## src/rtl/k10_muldiv.sv

```systemverilog
// k10_muldiv: iterative radix-2 RV32M multiply/divide unit for the EX stage
module k10_muldiv #(
  parameter int XLEN = 32
) (
  input  logic            i_clk,
  input  logic            i_rst,
  input  logic            i_valid,
  input  logic [2:0]      i_op,
  input  logic [XLEN-1:0] i_rs1,
  input  logic [XLEN-1:0] i_rs2,
  input  logic            i_flush,
  input  logic            i_stall,
  output logic            o_busy,
  output logic            o_done,
  output logic [XLEN-1:0] o_result
);
  typedef enum logic [1:0] {IDLE, CALC, DONE} state_t;
  state_t state, state_nx;
  logic [2:0] op;
  logic neg_res, neg_rem;
  logic [XLEN-1:0] opnd;
  logic [2*XLEN-1:0] acc, acc_nx, prod;
  logic [4:0] cnt;
  logic is_div, s1, s2, div_zero, ovf, special;
  logic [XLEN-1:0] abs1, abs2, spec_res, quo, rem, res;
  logic [XLEN:0] sum, diff;
  assign is_div = i_op[2];
  assign s1 = (i_op inside {3'd1, 3'd2, 3'd4, 3'd6}) && i_rs1[XLEN-1];
  assign s2 = (i_op inside {3'd1, 3'd4, 3'd6}) && i_rs2[XLEN-1];
  assign abs1 = s1 ? -i_rs1 : i_rs1;
  assign abs2 = s2 ? -i_rs2 : i_rs2;
  assign div_zero = is_div && i_rs2 == '0;
  assign ovf = is_div && !i_op[0] && i_rs1 == {1'b1, {(XLEN-1){1'b0}}} && i_rs2 == '1;
  assign special = div_zero || ovf;
  assign spec_res = div_zero ? (i_op[1] ? i_rs1 : '1) : (i_op[1] ? '0 : {1'b1, {(XLEN-1){1'b0}}});
  // Multiply keeps the multiplier in acc's low half; divide keeps the dividend there.
  always_comb begin
    sum = {1'b0, acc[2*XLEN-1:XLEN]} + (acc[0] ? {1'b0, opnd} : '0);
    diff = acc[2*XLEN-1:XLEN-1] - {1'b0, opnd};
    acc_nx = op[2] ? (diff[XLEN] ? {acc[2*XLEN-2:0], 1'b0} : {diff[XLEN-1:0], acc[XLEN-2:0], 1'b1})
                   : {sum, acc[XLEN-1:1]};
    prod = neg_res ? -acc_nx : acc_nx;
    quo = neg_res ? -acc_nx[XLEN-1:0] : acc_nx[XLEN-1:0];
    rem = neg_rem ? -acc_nx[2*XLEN-1:XLEN] : acc_nx[2*XLEN-1:XLEN];
    res = !op[2] ? (op[1:0] == 2'd0 ? prod[XLEN-1:0] : prod[2*XLEN-1:XLEN]) : (op[1] ? rem : quo);
  end
  always_comb begin
    state_nx = i_flush ? IDLE
             : state == IDLE ? (i_valid ? (special ? DONE : CALC) : IDLE)
             : state == CALC ? (cnt == 5'd31 ? DONE : CALC)
             : (i_stall ? DONE : IDLE);
  end
  assign o_busy = !i_flush && (state == CALC || (state == IDLE && i_valid));
  assign o_done = !i_flush && state == DONE;
  always_ff @(posedge i_clk) begin
    if (i_rst) state <= IDLE;
    else state <= state_nx;
  end
  always_ff @(posedge i_clk) begin
    if (i_rst) begin
      op <= '0;
      neg_res <= 1'b0;
      neg_rem <= 1'b0;
      opnd <= '0;
      acc <= '0;
      cnt <= '0;
      o_result <= '0;
    end else if (state == IDLE && i_valid && !i_flush) begin
      op <= i_op;
      neg_res <= s1 ^ s2;
      neg_rem <= s1;
      opnd <= is_div ? abs2 : abs1;
      acc <= {{XLEN{1'b0}}, is_div ? abs1 : abs2};
      cnt <= '0;
      if (special) o_result <= spec_res;
    end else if (state == CALC && !i_flush) begin
      acc <= acc_nx;
      cnt <= cnt + 5'd1;
      if (cnt == 5'd31) o_result <= res;
    end
  end
endmodule
```

## config.mk

```make
export PLATFORM = sky130hd
export DESIGN_NAME = k10_muldiv
export DESIGN_NICKNAME = d
export VERILOG_FILES = /design/src/rtl/k10_muldiv.sv
export SDC_FILE = /design/constraint.sdc
export NUM_CORES = 1
export LEC_CHECK = 0
export ABC_AREA = 0
export CELL_PAD_IN_SITES_DETAIL_PLACEMENT = 0
export CELL_PAD_IN_SITES_GLOBAL_PLACEMENT = 1
export CORE_MARGIN = 2
export CORE_UTILIZATION = 45
export DETAILED_ROUTE_END_ITERATION = 16
export GPL_TIMING_DRIVEN = 0
export PLACE_DENSITY = 0.79
export SLEW_MARGIN = 5
export SYNTH_ARGS = -nofsm -noshare
export SYNTH_HDL_FRONTEND = slang
export SYNTH_SLANG_ARGS = --single-unit
```

## constraint.sdc

```tcl
create_clock -name i_clk -period 6.1 [get_ports i_clk]
set_input_delay 0.61 -clock i_clk [delete_from_list [all_inputs] [get_ports i_clk]]
set_output_delay 0.61 -clock i_clk [all_outputs]
set_load 0.03 [all_outputs]
```

# Word-level counts from Yosys, hierarchy flattened
# Index checks and enable logic that the tools add are counted.
[classes] add_sub_neg=8 muxes=28 eq_ne=10 bitwise=1 reduce_logical=25
[op_table] op="$mux 32" count=19
[op_table] op="$mux 64" count=3
[op_table] op="$neg 32->32" count=4
[op_table] op="$eq 32x32->1 const B" count=2
[op_table] op="$neg 64->64" count=1
[op_table] op="$add 32x32->33" count=1
[op_table] op="$sub 33x32->33" count=1
[op_table] op="$logic_not 32->1" count=1
[op_table] op="$mux 2" count=6
[op_table] op="$logic_and 1x1->1" count=11
[op_table] op="$eq 3x3->1 const B" count=2
[op_table] op="$add 5x1->5 const B" count=1
[op_table] op="$eq 5x5->1 const B" count=1
[op_table] op="$logic_not 2->1" count=2
[op_table] op="$reduce_bool 2->1" count=2
[op_table] op="$reduce_bool 4->1" count=1
[op_table] op="$reduce_or 2->1" count=2
[op_table] op="$eq 3x1->1 const B" count=1
[op_table] op="$eq 3x2->1 const B" count=1
[op_table] op="$reduce_and 3->1" count=1
[op_table] op="$reduce_bool 3->1" count=1
[op_table] op="$eq 2x1->1 const B" count=1
[op_table] op="$eq 2x2->1 const B" count=1
[op_table] op="$logic_not 1->1" count=2
[op_table] op="other kinds (3)" count=4
[word_totals] wordCells=81 out_inout_bits=34 in_bits=72 regBits=140

# Depth between registers and ports, before layout
[depth] ltp_word=10 mapped_depth=25 depth_no_buf=23

# Least setup slack after synthesis
# Ideal clock, no wire load.
[synth_timing] path_kind="flip-flop to flip-flop" from="reg acc[31]" to="reg o_result[24]" required_ns=6.013 slack_ns=1.048 path_buffers=2 setup_time_ns=0.087 synth_period_minus_slack_ns=5.052 arrival_ns=4.965 path_stages_with_launch=24 cell_sequence="dfxtp_1 -> inv_1 -> ha_1 -> inv_1 -> fa_1 -> a211oi_2 -> o211ai_1 -> and3_2 -> o21ai_4 -> a21oi_4 -> nor2_2 -> buf_2 -> buf_1 -> a211oi_1 -> nor2_1 -> ha_1 -> nand2_1 -> a211oi_1 -> a22oi_1 -> nor4_2 -> nand4_1 -> o31a_1 -> o21a_1 -> o31ai_1"
[synth_between] elab_chain_cells=10 word_cells_on_any_way=15 cone_classes="4 x add/sub; 11 x mux"
[synth_lines] item="start, declared" line_no="22" text="logic [2*XLEN-1:0] acc, acc_nx, prod;"
[synth_lines] item="start signal, assigned" line_no="73" text="acc <= {{XLEN{1'b0}}, is_div ? abs1 : abs2};"
[synth_lines] item="start signal, assigned" line_no="77" text="acc <= acc_nx;"
[synth_lines] item="$sub 33x32->33" line_no="39" text="diff = acc[2*XLEN-1:XLEN-1] - {1'b0, opnd};"
[synth_lines] item="$mux 64" line_no="40" text="acc_nx = op[2] ? (diff[XLEN] ? {acc[2*XLEN-2:0], 1'b0} : {diff[XLEN-1:0], acc[XLEN-2:0], 1'b1})"
[synth_lines] item="$mux 64 (*)" line_no="40"
[synth_lines] item="$neg 64->64 (tied with other cells)" line_no="42" text="prod = neg_res ? -acc_nx : acc_nx;"
[synth_lines] item="$mux 64 (tied with other cells)" line_no="42"
[synth_lines] item="$mux 32" line_no="45" text="res = !op[2] ? (op[1:0] == 2'd0 ? prod[XLEN-1:0] : prod[2*XLEN-1:XLEN]) : (op[1] ? rem : quo);"
[synth_lines] item="$mux 32 (*)" line_no="45"
[synth_lines] item="$mux 32 (*)" line_no="79" text="if (cnt == 5'd31) o_result <= res;"
[synth_lines] item="$mux 32 (*)" line_no="76" text="end else if (state == CALC && !i_flush) begin"
[synth_lines] item="$mux 32 (*)" line_no="68" text="end else if (state == IDLE && i_valid && !i_flush) begin"
[synth_lines] item="end signal, assigned" line_no="75" text="if (special) o_result <= spec_res;"
[synth_lines] item="end signal, assigned" line_no="79"
[synth_lines] item="end, declared" line_no="15" text="output logic [XLEN-1:0] o_result"
# Every way passes the cells marked *; elsewhere a longest branch is shown, timed or not. The select of a mux whose other input is x is not followed.
# A chain may end at the register's enable or synchronous reset.

# Worst setup path after layout
[layout_timing] from="reg opnd[21]" to="reg o_result[10]"
[layout_between] elab_chain_cells=10 word_cells_on_any_way=15 cone_classes="4 x add/sub; 11 x mux"
[layout_lines] item="start, declared" line_no="21" text="logic [XLEN-1:0] opnd;"
[layout_lines] item="start signal, assigned" line_no="72" text="opnd <= is_div ? abs2 : abs1;"
[layout_lines] item="$sub 33x32->33 (*)" line_no="39"
[layout_lines] item="$mux 64 (*) (2 in a row)" line_no="40"
[layout_lines] item="$neg 64->64 (tied with other cells)" line_no="42"
[layout_lines] item="$mux 64 (tied with other cells)" line_no="42"
[layout_lines] item="$mux 32" line_no="45"
[layout_lines] item="$mux 32 (*)" line_no="45"
[layout_lines] item="$mux 32 (*)" line_no="79"
[layout_lines] item="$mux 32 (*)" line_no="76"
[layout_lines] item="$mux 32 (*)" line_no="68"
# Marks and branches as above.

==> summary.md <==
* **GR Util All Layers** 0.445
* **area fraction of the dominant cell type after synthesis** 0.167
* **reg-to-reg critical path endpoint** o_result[10]
* **CTS HTree Levels** 4
* **Leakage** 7.09 nW
* **pre-CTS WS** -1.19 ns
* **Vias** 20811
* **count of distinct cell types in the synthesized netlist** 112
* **chip width** 197 um
* **main area contributors after synthesis** sky130_fd_sc_hd__dfxtp_1, sky130_fd_sc_hd__a21oi_1, sky130_fd_sc_hd__nand2_1, sky130_fd_sc_hd__ha_1, sky130_fd_sc_hd__nor2_1
* **worst setup path category** reg2reg
* **clk_lat worst skew** 0.47 ns
* **status** finished with violations
* **setup ws final** -0.0725 ns
* **final weighted congestion of routability-driven global placement** 1.07
* **setup-violating endpoint count in the final report** 4
* **number of iterations in the first detailed-routing pass** 6
* **Final period util** 1.01
* **path category of the worst min-delay check** reg2reg
* **timing endpoint of the critical path** o_result[10]
* **CP startpoint kind** register
* **# DRC** 0
* **HPWL after detailed placement** 71600 um
* **final global-route overflow total** 0
* **launch instance of the worst register-to-register path** opnd[21]
* **full die area** 38800 um2
* **final hold violations** 0
* **sequential element share of the synthesized area** 0.167
* **Site Rows** 70
* **number of pins with negative max-slew slack in the final report** 0
* **number of I/O port buffers** 104
* **worst-path maximum fanout** 19
* **syn_nets** 2560
* **synthesis-to-finish area growth** 15.2%
* **number of flip-flops and latches in the synthesized netlist** 140
* **Max-Cap Viols** 0
* **proportion of synthesized flip-flops having asynchronous set or reset** 0
* **shortest clock period the worst path allows after layout** 6.17 ns
* **Worst slew margin** 0.100
* **Clk pin slew, worst setup/hold paths** 0.08 ns
* **number of cells after detailed placement** 2988
* **cell taking the most area after synthesis** sky130_fd_sc_hd__dfxtp_1
* **average via count per standard cell** 6.86
* **number of sinks driven by the clock tree** 140
* **Data required, critical path** 6.42 ns
* **worst-case register-to-register setup slack** -0.07 ns
* **Starting Density** 0.458
* **vias in the first global route** 19538
* **number of antenna violations at the first check in global routing** 6
* **measured slew at the worst slew-check pin** 1.33 ns
* **wire length per cell after detailed routing** 29.1 um
* **first-pass GRT wire length** 127000 um
* **Fin Setup TNS** -0.170 ns
* **Cell Count, Final, Fillers Out** 3033
* **Worst Reg2Reg Path Length in Cells** 21
* **Core Box Area** 36600 um2
* **y dimension of the die** 197 um
* **DRC marker count from the first detailed-route iteration** 2703
* **endpoint arrival time on the critical path** 6.49 ns
* **master cell of the clock root buffer** sky130_fd_sc_hd__clkbuf_16
* **largest net degree at the start of global routing** 20
* **TritonCTS clock tree** yes
* **most frequently used flop master after synthesis** sky130_fd_sc_hd__dfxtp_1
* **fraction of layout instances using a drive strength above 1** 0.0703
* **Yosys Warn Count** 0
* **mean instance size in the synthesized netlist** 6.94 um2
* **GR met3 Demand/Resource** 0.0948
* **Hold Slack** 0.456 ns
* **Fill cells** 3729
* **summed instance area of the synthesized netlist** 16800 um2
* **Max VDD drop** 0.202 mV
* **EDFF count, synth** 0
* **met1 track demand over resource** 0.528
* **buffers from clock root to sink, at most** 2
* **pwr/cell area** 198 nW/um2
* **violated checks** negative setup slack
* **hold-fix buffers at CTS** 0
* **number of clock buffers inserted by TritonCTS** 17
* **worst clock skew on the final layout** 0.0174 ns
* **post-route ant nets** 0
* **wirelength, routed** 88100 um
* **cells after synthesis** 2415
* **Achievable Freq** 0.162 GHz
* **Critical Path Source** opnd[21]
* **nets** 2693
* **CP endpoint kind** register
* **busiest metal layer after global routing** met2
* **global-route met2 utilization** 0.702
* **Ports** 106
==> synth_stat cells (9+ instances only) <==
master,number
sky130_fd_sc_hd__or2_2,10
sky130_fd_sc_hd__a211oi_1,52
sky130_fd_sc_hd__nand4_1,38
sky130_fd_sc_hd__ha_1,71
sky130_fd_sc_hd__or4_1,9
sky130_fd_sc_hd__or3_1,32
sky130_fd_sc_hd__nand3_1,54
sky130_fd_sc_hd__a21o_1,32
sky130_fd_sc_hd__o221ai_1,12
sky130_fd_sc_hd__o21a_1,20
sky130_fd_sc_hd__buf_1,18
sky130_fd_sc_hd__a21oi_1,247
sky130_fd_sc_hd__a31oi_1,35
sky130_fd_sc_hd__nor2_1,221
sky130_fd_sc_hd__a221oi_1,10
sky130_fd_sc_hd__o211ai_1,80
sky130_fd_sc_hd__and2_1,59
sky130_fd_sc_hd__a311oi_1,10
sky130_fd_sc_hd__inv_1,66
sky130_fd_sc_hd__mux2i_1,45
sky130_fd_sc_hd__nor3b_1,12
sky130_fd_sc_hd__xor2_1,70
sky130_fd_sc_hd__o31ai_1,23
sky130_fd_sc_hd__nand2b_1,12
sky130_fd_sc_hd__nor2b_1,18
sky130_fd_sc_hd__nor4_1,31
sky130_fd_sc_hd__mux2_2,10
sky130_fd_sc_hd__o31a_1,15
sky130_fd_sc_hd__nand2_1,309
sky130_fd_sc_hd__xnor2_1,86
sky130_fd_sc_hd__o21bai_1,10
sky130_fd_sc_hd__clkbuf_1,108
sky130_fd_sc_hd__o21ai_0,137
sky130_fd_sc_hd__and3_1,22
sky130_fd_sc_hd__buf_2,17
sky130_fd_sc_hd__nor3_1,71
sky130_fd_sc_hd__dfxtp_1,140
==> worst max-delay path, stage by stage, from the launching register on <==
cell and delay (ns):
sky130_fd_sc_hd__dfxtp_1 0.54, sky130_fd_sc_hd__inv_1 0.09, sky130_fd_sc_hd__ha_1 0.39, sky130_fd_sc_hd__a21oi_1 0.33, sky130_fd_sc_hd__o21ai_2 0.14, sky130_fd_sc_hd__a211oi_2 0.39, sky130_fd_sc_hd__o31ai_4 0.21, sky130_fd_sc_hd__nor3_4 0.51
sky130_fd_sc_hd__nor2_4 0.12, sky130_fd_sc_hd__buf_8 0.19, sky130_fd_sc_hd__a211oi_2 0.52, sky130_fd_sc_hd__nor2_2 0.13, sky130_fd_sc_hd__ha_1 0.33, sky130_fd_sc_hd__nand2_1 0.15, sky130_fd_sc_hd__a211oi_4 0.06, sky130_fd_sc_hd__a22oi_2 0.48
sky130_fd_sc_hd__nor2_1 0.15, sky130_fd_sc_hd__clkbuf_2 0.27, sky130_fd_sc_hd__a21oi_1 0.20, sky130_fd_sc_hd__xor2_1 0.09, sky130_fd_sc_hd__o221ai_1 0.54, sky130_fd_sc_hd__a31oi_1 0.16
==> kinds of logic (layout without fill, tap and decap cells) <==
family / after synthesis / in the layout / synth area share
adder cells (fa/ha/maj): 73 / 73 / 0.0554
XOR/XNOR: 156 / 156 / 0.0815
buffers and inverters: 220 / 366 / 0.0533
other: 0 / 4 / 0
AO/OA/AOI/OAI: 821 / 821 / 0.330
AND/OR/NAND/NOR: 950 / 950 / 0.279
flip-flops: 140 / 140 / 0.167
multiplexers: 55 / 55 / 0.0336
==> area by class of cell <==
class,instances,area [um2],share of cell area
clock buffer,18,439,0.0228
sequential,140,2810,0.145
tap,468,586,0.0303
inverter,69,260,0.0135
multi-input combinational,2055,13200,0.684
antenna,4,10.0,0.000519
timing repair buffer,118,1150,0.0595
clock inverter,14,205,0.0106
buffer,147,649,0.0336
==> power breakdown <==
part | total, mW | internal [mW] | switching, mW
clock | 1.20 | 0.705 | 0.494
sequential | 1.01 | 0.949 | 0.0637
combinational | 1.62 | 0.510 | 1.11
==> layer usage <==
| metal | part of all wire | vias up |
|---|---|---|
| met3 | 0.11 | 403 |
| met2 | 0.43 | 1420 |
| met5 | 0.00057 | - |
| met4 | 0.091 | 8 |
| li1 | - | 9234 |
| met1 | 0.37 | 9746 |
==> layout by cell type, fill, tap and decap left out, types with 10 or more instances in the layout <==
master,count
sky130_fd_sc_hd__nand3_1,52
sky130_fd_sc_hd__inv_1,66
sky130_fd_sc_hd__o211ai_1,80
sky130_fd_sc_hd__nand2_1,309
sky130_fd_sc_hd__mux2_2,10
sky130_fd_sc_hd__o31a_1,15
sky130_fd_sc_hd__buf_1,14
sky130_fd_sc_hd__clkbuf_1,100
sky130_fd_sc_hd__a221oi_1,10
sky130_fd_sc_hd__nor3b_1,12
sky130_fd_sc_hd__o21ai_0,136
sky130_fd_sc_hd__nor4_1,30
sky130_fd_sc_hd__a21o_1,32
sky130_fd_sc_hd__a21oi_1,246
sky130_fd_sc_hd__o31ai_1,23
sky130_fd_sc_hd__o21a_1,20
sky130_fd_sc_hd__xor2_1,70
sky130_fd_sc_hd__o21bai_1,10
sky130_fd_sc_hd__clkbuf_16,17
sky130_fd_sc_hd__buf_2,15
sky130_fd_sc_hd__nor2b_1,18
sky130_fd_sc_hd__and2_1,59
sky130_fd_sc_hd__mux2i_1,45
sky130_fd_sc_hd__ha_1,71
sky130_fd_sc_hd__or3_1,32
sky130_fd_sc_hd__and3_1,22
sky130_fd_sc_hd__or2_2,10
sky130_fd_sc_hd__nand2b_1,12
sky130_fd_sc_hd__a311oi_1,10
sky130_fd_sc_hd__o221ai_1,11
sky130_fd_sc_hd__xnor2_1,86
sky130_fd_sc_hd__nor2_1,218
sky130_fd_sc_hd__nor3_1,71
sky130_fd_sc_hd__a211oi_1,50
sky130_fd_sc_hd__dfxtp_1,136
sky130_fd_sc_hd__nand4_1,38
sky130_fd_sc_hd__a31oi_1,34
sky130_fd_sc_hd__clkdlybuf4s50_1,104
sky130_fd_sc_hd__buf_4,15
==> sequential cells by signal, indices dropped and copies added, names as in the netlist <==
signal	cells
op	3
neg_res	1
cnt	5
neg_rem	1
o_result	32
opnd	32
acc	64
state	2
==> worst min path at each step <==
stage | from | to | cells after the start
after floorplan | opnd[9] | opnd[9] | 2
after global placement | o_result[12] | o_result[12] | 1
after detailed placement | o_result[12] | o_result[12] | 1
after CTS | o_result[12] | o_result[12] | 1
after global routing | o_result[11] | o_result[11] | 1
final | o_result[12] | o_result[12] | 1
==> timing repair <==
item                                    CTS  global route
pin swaps                                 2             7
buffers inserted                          4             9
endpoints found under the setup margin   14            16
gates resized for setup                  19            28
==> metrics by stage <==
stage | total power, mW | instance area [um2] | utilization
global route | 3.91 | 19300 | 0.527
CTS | 3.70 | 19100 | 0.523
detailed placement | 2.52 | 18400 | 0.502
finish | 3.83 | 19300 | 0.527
floorplan | 1.93 | 16800 | -
global placement | 2.51 | 18400 | 0.502
(Power assumes the default switching activity.)
